`config.mk`:
```
export PLATFORM = sky130hd
export DESIGN_NAME = detector_scan_ctrl
export DESIGN_NICKNAME = d
export VERILOG_FILES = /design/src/rtl/detector_scan_ctrl.sv
export SDC_FILE = /design/constraint.sdc
export NUM_CORES = 1
export LEC_CHECK = 0
export CAP_MARGIN = 20
export CORE_MARGIN = 3
export CORE_UTILIZATION = 25
export DETAILED_ROUTE_END_ITERATION = 7
export GPL_TIMING_DRIVEN = 0
export PLACE_DENSITY_LB_ADDON = 0.05
export REMOVE_ABC_BUFFERS = 1
export SLEW_MARGIN = 15
export SYNTH_ARGS = -nofsm -noshare
export SYNTH_HDL_FRONTEND = slang
export SYNTH_SLANG_ARGS = --single-unit
```
`constraint.sdc`:
```
create_clock -name clk -period 2 [get_ports clk]
set_input_delay 0.5 -clock clk [delete_from_list [all_inputs] [get_ports clk]]
set_output_delay 0.5 -clock clk [all_outputs]
set_load 0.005 [all_outputs]
```
`src/rtl/detector_scan_ctrl.sv`:
```
// Serialises a parallel word into an external Moore "1001" detector, owns its reset and counts hits.
// Optional macro DETECTOR_SCAN_FIRST_HIT_EN adds first_hit_pos (1-based index of the bit completing the first hit).

module detector_scan_ctrl #(
  parameter int WIDTH     = 16,
  parameter int CNT_W     = 5,
  parameter bit MSB_FIRST = 1'b1
) (
  input  logic                       clk,
  input  logic                       reset,
  input  logic                       start,
  input  logic [WIDTH-1:0]           data_in,
  output logic                       busy,
  output logic                       done,
  output logic [CNT_W-1:0]           hit_count,
`ifdef DETECTOR_SCAN_FIRST_HIT_EN
  output logic [$clog2(WIDTH+1)-1:0] first_hit_pos,
`endif
  output logic                       det_x,
  output logic                       det_rst,
  input  logic                       det_y
);

  localparam int POS_W = $clog2(WIDTH + 1);
  localparam logic [POS_W-1:0] LAST_BIT = POS_W'(WIDTH - 1);

  typedef enum logic [2:0] {
    IDLE  = 3'd0,
    CLEAR = 3'd1,
    SHIFT = 3'd2,
    DRAIN = 3'd3,
    DONE  = 3'd4
  } state_t;

  state_t           state;
  state_t           next_state;
  logic [WIDTH-1:0] shift_reg;
  logic [POS_W-1:0] bit_cnt;
  logic             head_bit;
  logic             fsm_det_rst;
  logic             accept;
  logic             hit_now;

  assign head_bit = MSB_FIRST ? shift_reg[WIDTH-1] : shift_reg[0];
  assign accept   = (state == IDLE) && start;

  // Detector reset follows system reset immediately, independent of the FSM.
  assign det_rst = reset | fsm_det_rst;

  // State register.
  always_ff @(posedge clk or posedge reset) begin
    if (reset) begin
      state <= IDLE;
    end else begin
      state <= next_state;
    end
  end

  // Next-state logic and outputs decoded from the registered state.
  always_comb begin
    next_state  = state;
    busy        = 1'b0;
    done        = 1'b0;
    det_x       = 1'b0;
    fsm_det_rst = 1'b0;
    case (state)
      IDLE: begin
        if (start) begin
          next_state = CLEAR;
        end else begin
          next_state = IDLE;
        end
      end
      CLEAR: begin
        busy        = 1'b1;
        fsm_det_rst = 1'b1;
        next_state  = SHIFT;
      end
      SHIFT: begin
        busy  = 1'b1;
        det_x = head_bit;
        if (bit_cnt == LAST_BIT) begin
          next_state = DRAIN;
        end else begin
          next_state = SHIFT;
        end
      end
      DRAIN: begin
        busy       = 1'b1;
        next_state = DONE;
      end
      DONE: begin
        done       = 1'b1;
        next_state = IDLE;
      end
      default: begin
        next_state = IDLE;
      end
    endcase
  end

  // det_y lags det_x by one cycle: skip SHIFT cycle 0, and DRAIN picks up the final bit.
  always_comb begin
    hit_now = 1'b0;
    if (det_y && (state == SHIFT) && (bit_cnt != {POS_W{1'b0}})) begin
      hit_now = 1'b1;
    end else if (det_y && (state == DRAIN)) begin
      hit_now = 1'b1;
    end else begin
      hit_now = 1'b0;
    end
  end

  // Shift register and bit counter.
  always_ff @(posedge clk or posedge reset) begin
    if (reset) begin
      shift_reg <= {WIDTH{1'b0}};
      bit_cnt   <= {POS_W{1'b0}};
    end else if (accept) begin
      shift_reg <= data_in;
      bit_cnt   <= {POS_W{1'b0}};
    end else if (state == SHIFT) begin
      if (MSB_FIRST) begin
        shift_reg <= {shift_reg[WIDTH-2:0], 1'b0};
      end else begin
        shift_reg <= {1'b0, shift_reg[WIDTH-1:1]};
      end
      bit_cnt <= bit_cnt + POS_W'(1);
    end
  end

  // Saturating hit counter; bit_cnt equals the 1-based index of the bit that completed the hit.
  always_ff @(posedge clk or posedge reset) begin
    if (reset) begin
      hit_count <= {CNT_W{1'b0}};
`ifdef DETECTOR_SCAN_FIRST_HIT_EN
      first_hit_pos <= {POS_W{1'b0}};
`endif
    end else if (accept) begin
      hit_count <= {CNT_W{1'b0}};
`ifdef DETECTOR_SCAN_FIRST_HIT_EN
      first_hit_pos <= {POS_W{1'b0}};
`endif
    end else if (hit_now) begin
      if (hit_count != {CNT_W{1'b1}}) begin
        hit_count <= hit_count + CNT_W'(1);
      end
`ifdef DETECTOR_SCAN_FIRST_HIT_EN
      if (hit_count == {CNT_W{1'b0}}) begin
        first_hit_pos <= bit_cnt;
      end
`endif
    end
  end

endmodule

```
* After elaboration in Yosys (flattened, before gate mapping)
Index checks and enable logic that the tools add are counted.
** Storage, ports and cells
- Register bits :: 29
** Operators by class
- Reductions and logical operators :: 11
- Mux-type cells :: 16
- Add/subtract/negate cells :: 2
- Bitwise operators :: 1
- Eq/ne operators :: 6
** Operators with widths (number)
- $mux W16 :: 2
- $mux W5 :: 5
- $pmux W3 S4 :: 1
- $add A5 B1 Y5 const B :: 2
- $mux W1 :: 8
- $eq A3 B2 Y1 const B :: 2
- $reduce_bool A2 Y1 :: 3
- $eq A5 B4 Y1 const B :: 1
- $ne A5 B5 Y1 const B :: 1
- $reduce_bool A5 Y1 :: 1
- $logic_and A1 B1 Y1 :: 4
- $eq A3 B1 Y1 const B :: 1
- $eq A3 B3 Y1 const B :: 1
- $logic_not A3 Y1 :: 1
- $reduce_or A3 Y1 :: 1
- $reduce_and A2 Y1 :: 1
- $or A1 B1 Y1 :: 1

* Depth between registers and ports, before layout
- Depth in word-level cells :: 6
- Gate-level depth with buffers :: 6
- Mapped depth without buffers :: 6

* Worst setup path after synthesis
No wires, ideal clock.
- Kind :: input-to-output
- Start point :: input reset
- End point :: output det_rst
- Arrival time :: 1370 ps
- Cell stages on the path :: 2
- Buffers on the path :: 0
- Data required time :: 1500 ps
- Path slack :: 130 ps
- Cells stage by stage :: inv_1 o21ai_0
** On the way
- Longest elaborated chain between the ends :: 1
** Ends and longest elaborated chain
- start, declared :: RTL line 10 : input logic reset,
- $or A1 B1 Y1 :: RTL line 48 : assign det_rst = reset | fsm_det_rst;
- end, declared :: RTL line 20 : output logic det_rst,
No other way between the ends.

* Final worst setup path
- Start point :: register state[2]
- End point :: output det_rst
** On the way
- Longest elaborated chain between the ends :: 3
** Ends and longest elaborated chain
- start, declared :: RTL line 35 : state_t state;
- start signal, assigned :: RTL line 55 : state <= next_state;
- $eq A3 B1 Y1 :: RTL line 66 : case (state)
- $mux W1 :: RTL line 66
- $or A1 B1 Y1 :: RTL line 48
No other way between the ends.

==> impl_metrics.ini <==
[critical_path]
cp.required_ns = 1.50
slowest_stage = dfrtp_2
worstPathArrival_ns = 1.38
path_class = reg -> out
slowest_delay_ns = 0.43
path_cells = buf_4 > nand2b_1 > o21ai_0 > dlygate4sd2_1
start_kind = register
end_kind = output pin
cp_max_fo = 3
cp.buffers_inverters = 2
crit_family = flip-flops

[route]
via_count = 1235
drt_iter0_drc = 50
drt-vias-per-instance = 4.63
drt-total-wl_um = 3610
drt-pass1-iter-count = 4
avgRoutedWirePerCell_um = 13.5
drc = 0
ant_nets = 0

[yosys]
avgSynthCellArea_sq_um = 9.39
ys_top_cells_by_count = nand2_1 (31), dfrtp_1 (29), nor2_1 (19)
synth_ff_type = dfrtp_1
yosysWarningCount = 0
synth.most_common_cell = nand2_1
yosys-top-cells-area = dfrtp_1 (50%), nand2_1 (7.9%), nor2_1 (4.9%)
synth_largest_area_cell = dfrtp_1
netlist_area_sq_mm = 0.00147
synth_top_area_share_pct = 49.5
synthCells = 156
synth-seq-cells = 29
netlist-cell-type-count = 31
synth-async-reset-ratio_pct = 100
synth_edf_count = 0
synth-seq-area-share_pct = 49.5

[global_route]
grt_pass1_vias = 1213
grt_max_degree = 32
grt.total_usage_pct = 11.9
antenna_found_initial = 0
grt_first_pass_wirelength_um = 5910
overflow = 0

[flow_run]
max-cap-violations = 0

[die]
die_w_um = 82.6
row_count = 27
die_h_um = 82.6
core_sq_mm = 0.00557
dieArea_sq_mm = 0.00682
ioPinCount = 29
start_util_pct = 26.3

[final_layout]
largest_reg_flops = 16
area_delta_synth_final_pct = 39.6
fin_nets = 220
drive_above_1_share_pct = 16.9
stdcell_count = 267
n_antenna_cell = 0

[place]
portBuffers = 28
placedCellCount = 246
place_congestion = 0.669
dp_hpwl_um = 2180
place_ws_ns = -0.642

[clock_network]
cts_tree = done
worst_skew_pair.late_latency_ns = 0.28
root_buffer = clkbuf_8
cts_made_buffers = 5
cts_max_path_buffers = 2
clock-sinks = 29
clk_pin_slew_ns = 0.06
cts-htree-levels = 2

[sta]
finClkSkew_ns = 0.00295
min_period_over_period_pct = 94.2
worst_pin_slew_ns = 0.632
setup_viol = 0
hold_viol = 0
min_period_ns = 1.88
fmax_mhz = 531
slew_headroom_pct = 57.7
maxSlewViolCount = 0
setup_slack_ns = 0.116

[pwr]
clkPwrFrac_pct = 17.0
swShare_pct = 37.3
total_power_mw = 2.85
p_sw_mw = 1.06
irDropWorstVdd_mv = 0.493
p_seq_share_pct = 36.6
p_int_mw = 1.79
power_density_mw_per_mm2 = 1400
p_leak_nw = 0.980
power_frac_comb_pct = 46.4

[min_path]
hold_path_class = in -> async

[outcome]
outcome = finished clean
-- per-stage QoR --
step           setup TNS [ns]  utilization (%)  hold slack (ns)  instance area (sq um)
2_1_floorplan          -0.651                -            0.441                   1400
5_1_grt              -0.00253             36.7            0.171                   2050
4_1_cts                -0.107             35.9            0.162                   2000
6_report                    0             36.7            0.173                   2050
3_3_place_gp           -21.03             31.7            0.454                   1770
3_5_place_dp           -10.29             32.0            0.460                   1780
-- kinds of logic (layout without fill, tap and decap cells) --
group	count (synthesis)	in the layout	synth area share, %
xor gates and xnor gates	2	2	1.20
and+or+nand+nor	70	70	22.7
buffers and inverters	18	57	6.49
DFF	29	29	49.5
AOI/OAI and AO/OA	26	26	11.7
adders and majority gates	5	5	4.27
muxes	6	6	4.10
-- worst reg2reg max path: stages, from the launching register on --
cell	delay (ns)
dfrtp_1	0.41
ha_1	0.23
and3_1	0.19
ha_1	0.21
nor4bb_4	0.34
o211ai_1	0.18
mux2i_1	0.14
-- area by class of cell --
type                    count  area [sq um]
fillers                   601          3530
flip-flops and latches     29           729
multi-input cells         109           688
repair buffers             42           390
well taps                  72          90.1
clock buffers               7          86.3
inverters                   7          52.6
repair inverters            1          8.76
-- power groups by stage --
stage                     sequential [mW]  combinational (mW)  clock (mW)
after global placement               1.08                1.04           0
after CTS                            1.05                1.28       0.515
after detailed placement             1.09                1.08           0
after global routing                 1.07                1.51       0.536
after floorplan                      1.03               0.725           0
final                                1.04                1.33       0.486
-- layer usage --
layer	up-vias	wire (um)	GRT usage (%)
met3	6	137	3.90
met2	20	1750	19.4
met5	-	0	0
li1	612	-	-
met1	597	1660	14.7
met4	0	55	4.41
-- final timing paths --
kind                                from             to  slack, ns  cells past startpoint
max                             state[2]        det_rst       0.12                      4
min in group clk           shift_reg[15]  shift_reg[15]       0.47                      1
min reg2reg                shift_reg[15]  shift_reg[15]       0.47                      1
min                                reset  shift_reg[13]       0.17                      2
max reg2reg                 hit_count[0]   hit_count[2]       0.18                      6
max in group asynchronous          reset       state[2]       1.58                      2
-- layout by cell type, fill, tap and decap left out, types with 2 or more instances in the layout --
master and count:
a21oi_1 2, inv_1 6, clkdlybuf4s50_1 23, o211ai_1 2, nand2_1 31, dlygate4sd2_1 2, dfrtp_2 3, a31oi_1 11
dlymetal6s2s_1 2, o21ai_0 3, nand3_1 4, dfrtp_1 26, a22oi_1 2, nor3_1 2, xnor2_1 2, a22o_1 2
mux2i_1 6, and3_1 3, nor2_1 18, buf_4 12, buf_6 2, and2_1 2, clkbuf_8 6, ha_1 5
-- what timing repair did --
action	in CTS	in global routing
setup buffers	10	3
resized for setup	19	7
hold buffers	0	0
pin swaps	0	2
cloned	1	0
endpoints found under the setup margin	26	5
Power figures use the tool's default switching activity.
==> RTL change, RTL diff (same settings) <==
Add an input register stage for `data_in`, without a reset; this delays it by one clock. The other inputs are not delayed to match.
--- a/src/rtl/detector_scan_ctrl.sv
+++ b/src/rtl/detector_scan_ctrl.sv
@@ -32,4 +32,10 @@
     DONE  = 3'd4
   } state_t;
+
+  logic [WIDTH-1:0] data_q;
+
+  always_ff @(posedge clk) begin
+    data_q <= data_in;
+  end
 
   state_t           state;
@@ -118,5 +124,5 @@
       bit_cnt   <= {POS_W{1'b0}};
     end else if (accept) begin
-      shift_reg <= data_in;
+      shift_reg <= data_q;
       bit_cnt   <= {POS_W{1'b0}};
     end else if (state == SHIFT) begin
Formal check against the unedited RTL: not equivalent (a bounded check fails within 4 cycles, from zero or initial values and one cycle with reset high).
==> RTL change against the unedited design <==
Wire length fell by 1.3%; worst setup slack got worse by 0.011 ns; synthesized area rose by 26%; clock power rose by 34%; sequential share of layout area rose by 6.8 points; sequential cell count rose by 16; power rose by 18%; maximum frequency fell by 0.56%; cell area rose by 21%; first-iteration DRC count fell by 44%; largest cell class unchanged; largest power group unchanged.
==> RTL change: results (changes against the unedited design) <==
| Metric | Value |
|---|---|
| Hold Slack | 0.2512 ns (+0.07860 ns) |
| Clk pin slew, worst setup/hold paths | 0.09 ns (+0.03 ns) |
| Overall Global Routing Usage | 9.055% (-2.9 points) |
| Max layer used | met4 |
| Clock Skew | 0.006836 ns (+0.003882 ns) |
| Setup ws final | 0.1055 ns (-0.01054 ns) |
| Post-synthesis cell type count | 34 (+9.7%) |
| Switching fraction of total power | 34.39% (-2.9 points) |
| Top cells by count, synth | 29 x dfrtp_1, 26 x nor2_1, 17 x mux2i_1 |
| DRT Pass-1 Iters | 4 (unchanged) |
| Slowest CP cell | dfrtp_1 |
| Port buffer count | 28 (unchanged) |
| Synth top area cells | dfrtp_1 39%, dfxtp_1 17%, mux2i_1 9.2% |
| Pre-CTS setup slack | -1.022 ns (-0.3806 ns) |
| Routed length on met2 | 1700 µm (-2.7%) |
| Pleak | 1.071 nW (+9.4%) |
| CP startpoint | hit_count[0] |
| Met3 routed WL | 210 µm (+53%) |
| Final wirelength | 3557 µm (-1.3%) |
| Post-synthesis sequential area ratio | 56.83% (+7.3 points) |
| N_diodes | 0 (unchanged) |
| Status | finished, final reports clean |
| GR Layer Usage met2 | 15.46% (-3.9 points) |
| Maximum vdd drop | 0.0004237 V (-14%) |
| CP max FO | 7 (+4) |
| Met1 Use GR | 10.31% (-4.4 points) |
| Gate power share | 42.1% (-4.3 points) |
| Nets | 224 (+1.8%) |
| Vias in the first global route | 1277 (+5.3%) |
| Gpl congestion | 0.6514 (-2.6%) |
| Clock power share | 19.3% (+2.3 points) |
| Met3 GRT Util | 3.363% (-0.54 points) |
| Largest net degree at the start of global routing | 17 (-47%) |
| Internal power | 2.206 mW (+23%) |
| DRT met1 WL | 1609 µm (-3.3%) |
| CP top delay family | simple AND/OR/NAND/NOR gates |
| Adder-cell share of the synthesized area | 3.399% (-0.87 points) |
| Synth Area in Compound Gates | 10.94% (-0.75 points) |
| Ratio of cells with drive above 1 in the final layout | 26.00% (+9.1 points) |
| Vias | 1215 (-1.6%) |
| Crit path DAT | 2.12 ns (+0.74 ns) |
| Initial DRC Count | 28 (-44%) |
| First-pass GRT wire length | 5975 µm (+1.0%) |
| DP Area | 2207 µm² (+24%) |
| Worst Max-Slew Pin Slew | 0.2911 ns (-0.3410 ns) |
| Xor/xnor share of the synthesized area | 1.903% (+0.71 points) |
| Post-synthesis mux area share | 9.245% (+5.1 points) |
| FFs w/ async S/R, synth | 64.44% (-36 points) |
| Final HPWL DP | 2222 µm (+2.1%) |
[RTL change: repair_timing]
action | in CTS | in global routing
endpoints found under the hold margin | 0 | 0
gates cloned | 2 | 0
endpoints found under the setup margin | 20 | 3
pin swaps | 3 | 5
hold buffers | 0 | 0
setup buffers | 10 | 3
resized for setup | 18 | 4
[RTL change: worst paths after layout]
path                                end  cells past startpoint
max                        hit_count[3]                      7
min                        hit_count[4]                      2
max reg2reg                hit_count[3]                      7
min reg2reg                shift_reg[0]                      2
max in group asynchronous      state[0]                      2
min in group clk           shift_reg[0]                      2
[RTL change: stage by stage]
stage / std cells / setup TNS [ns]
2_1_floorplan: 147 / -29.29
3_3_place_gp: 271 / -70.39
3_5_place_dp: 273 / -17.75
4_1_cts: 293 / 0
5_1_grt: 296 / 0
6_report: 296 / 0
[RTL change: area by class of cell]
class,instances,area [µm²]
fill,722,4507
sequential,45,1050
multi-input combinational,97,739.5
timing repair buffer,43,396.6
tap,96,120.1
clock buffer,8,111.4
inverter,6,48.80
timing repair inverter,1,8.758
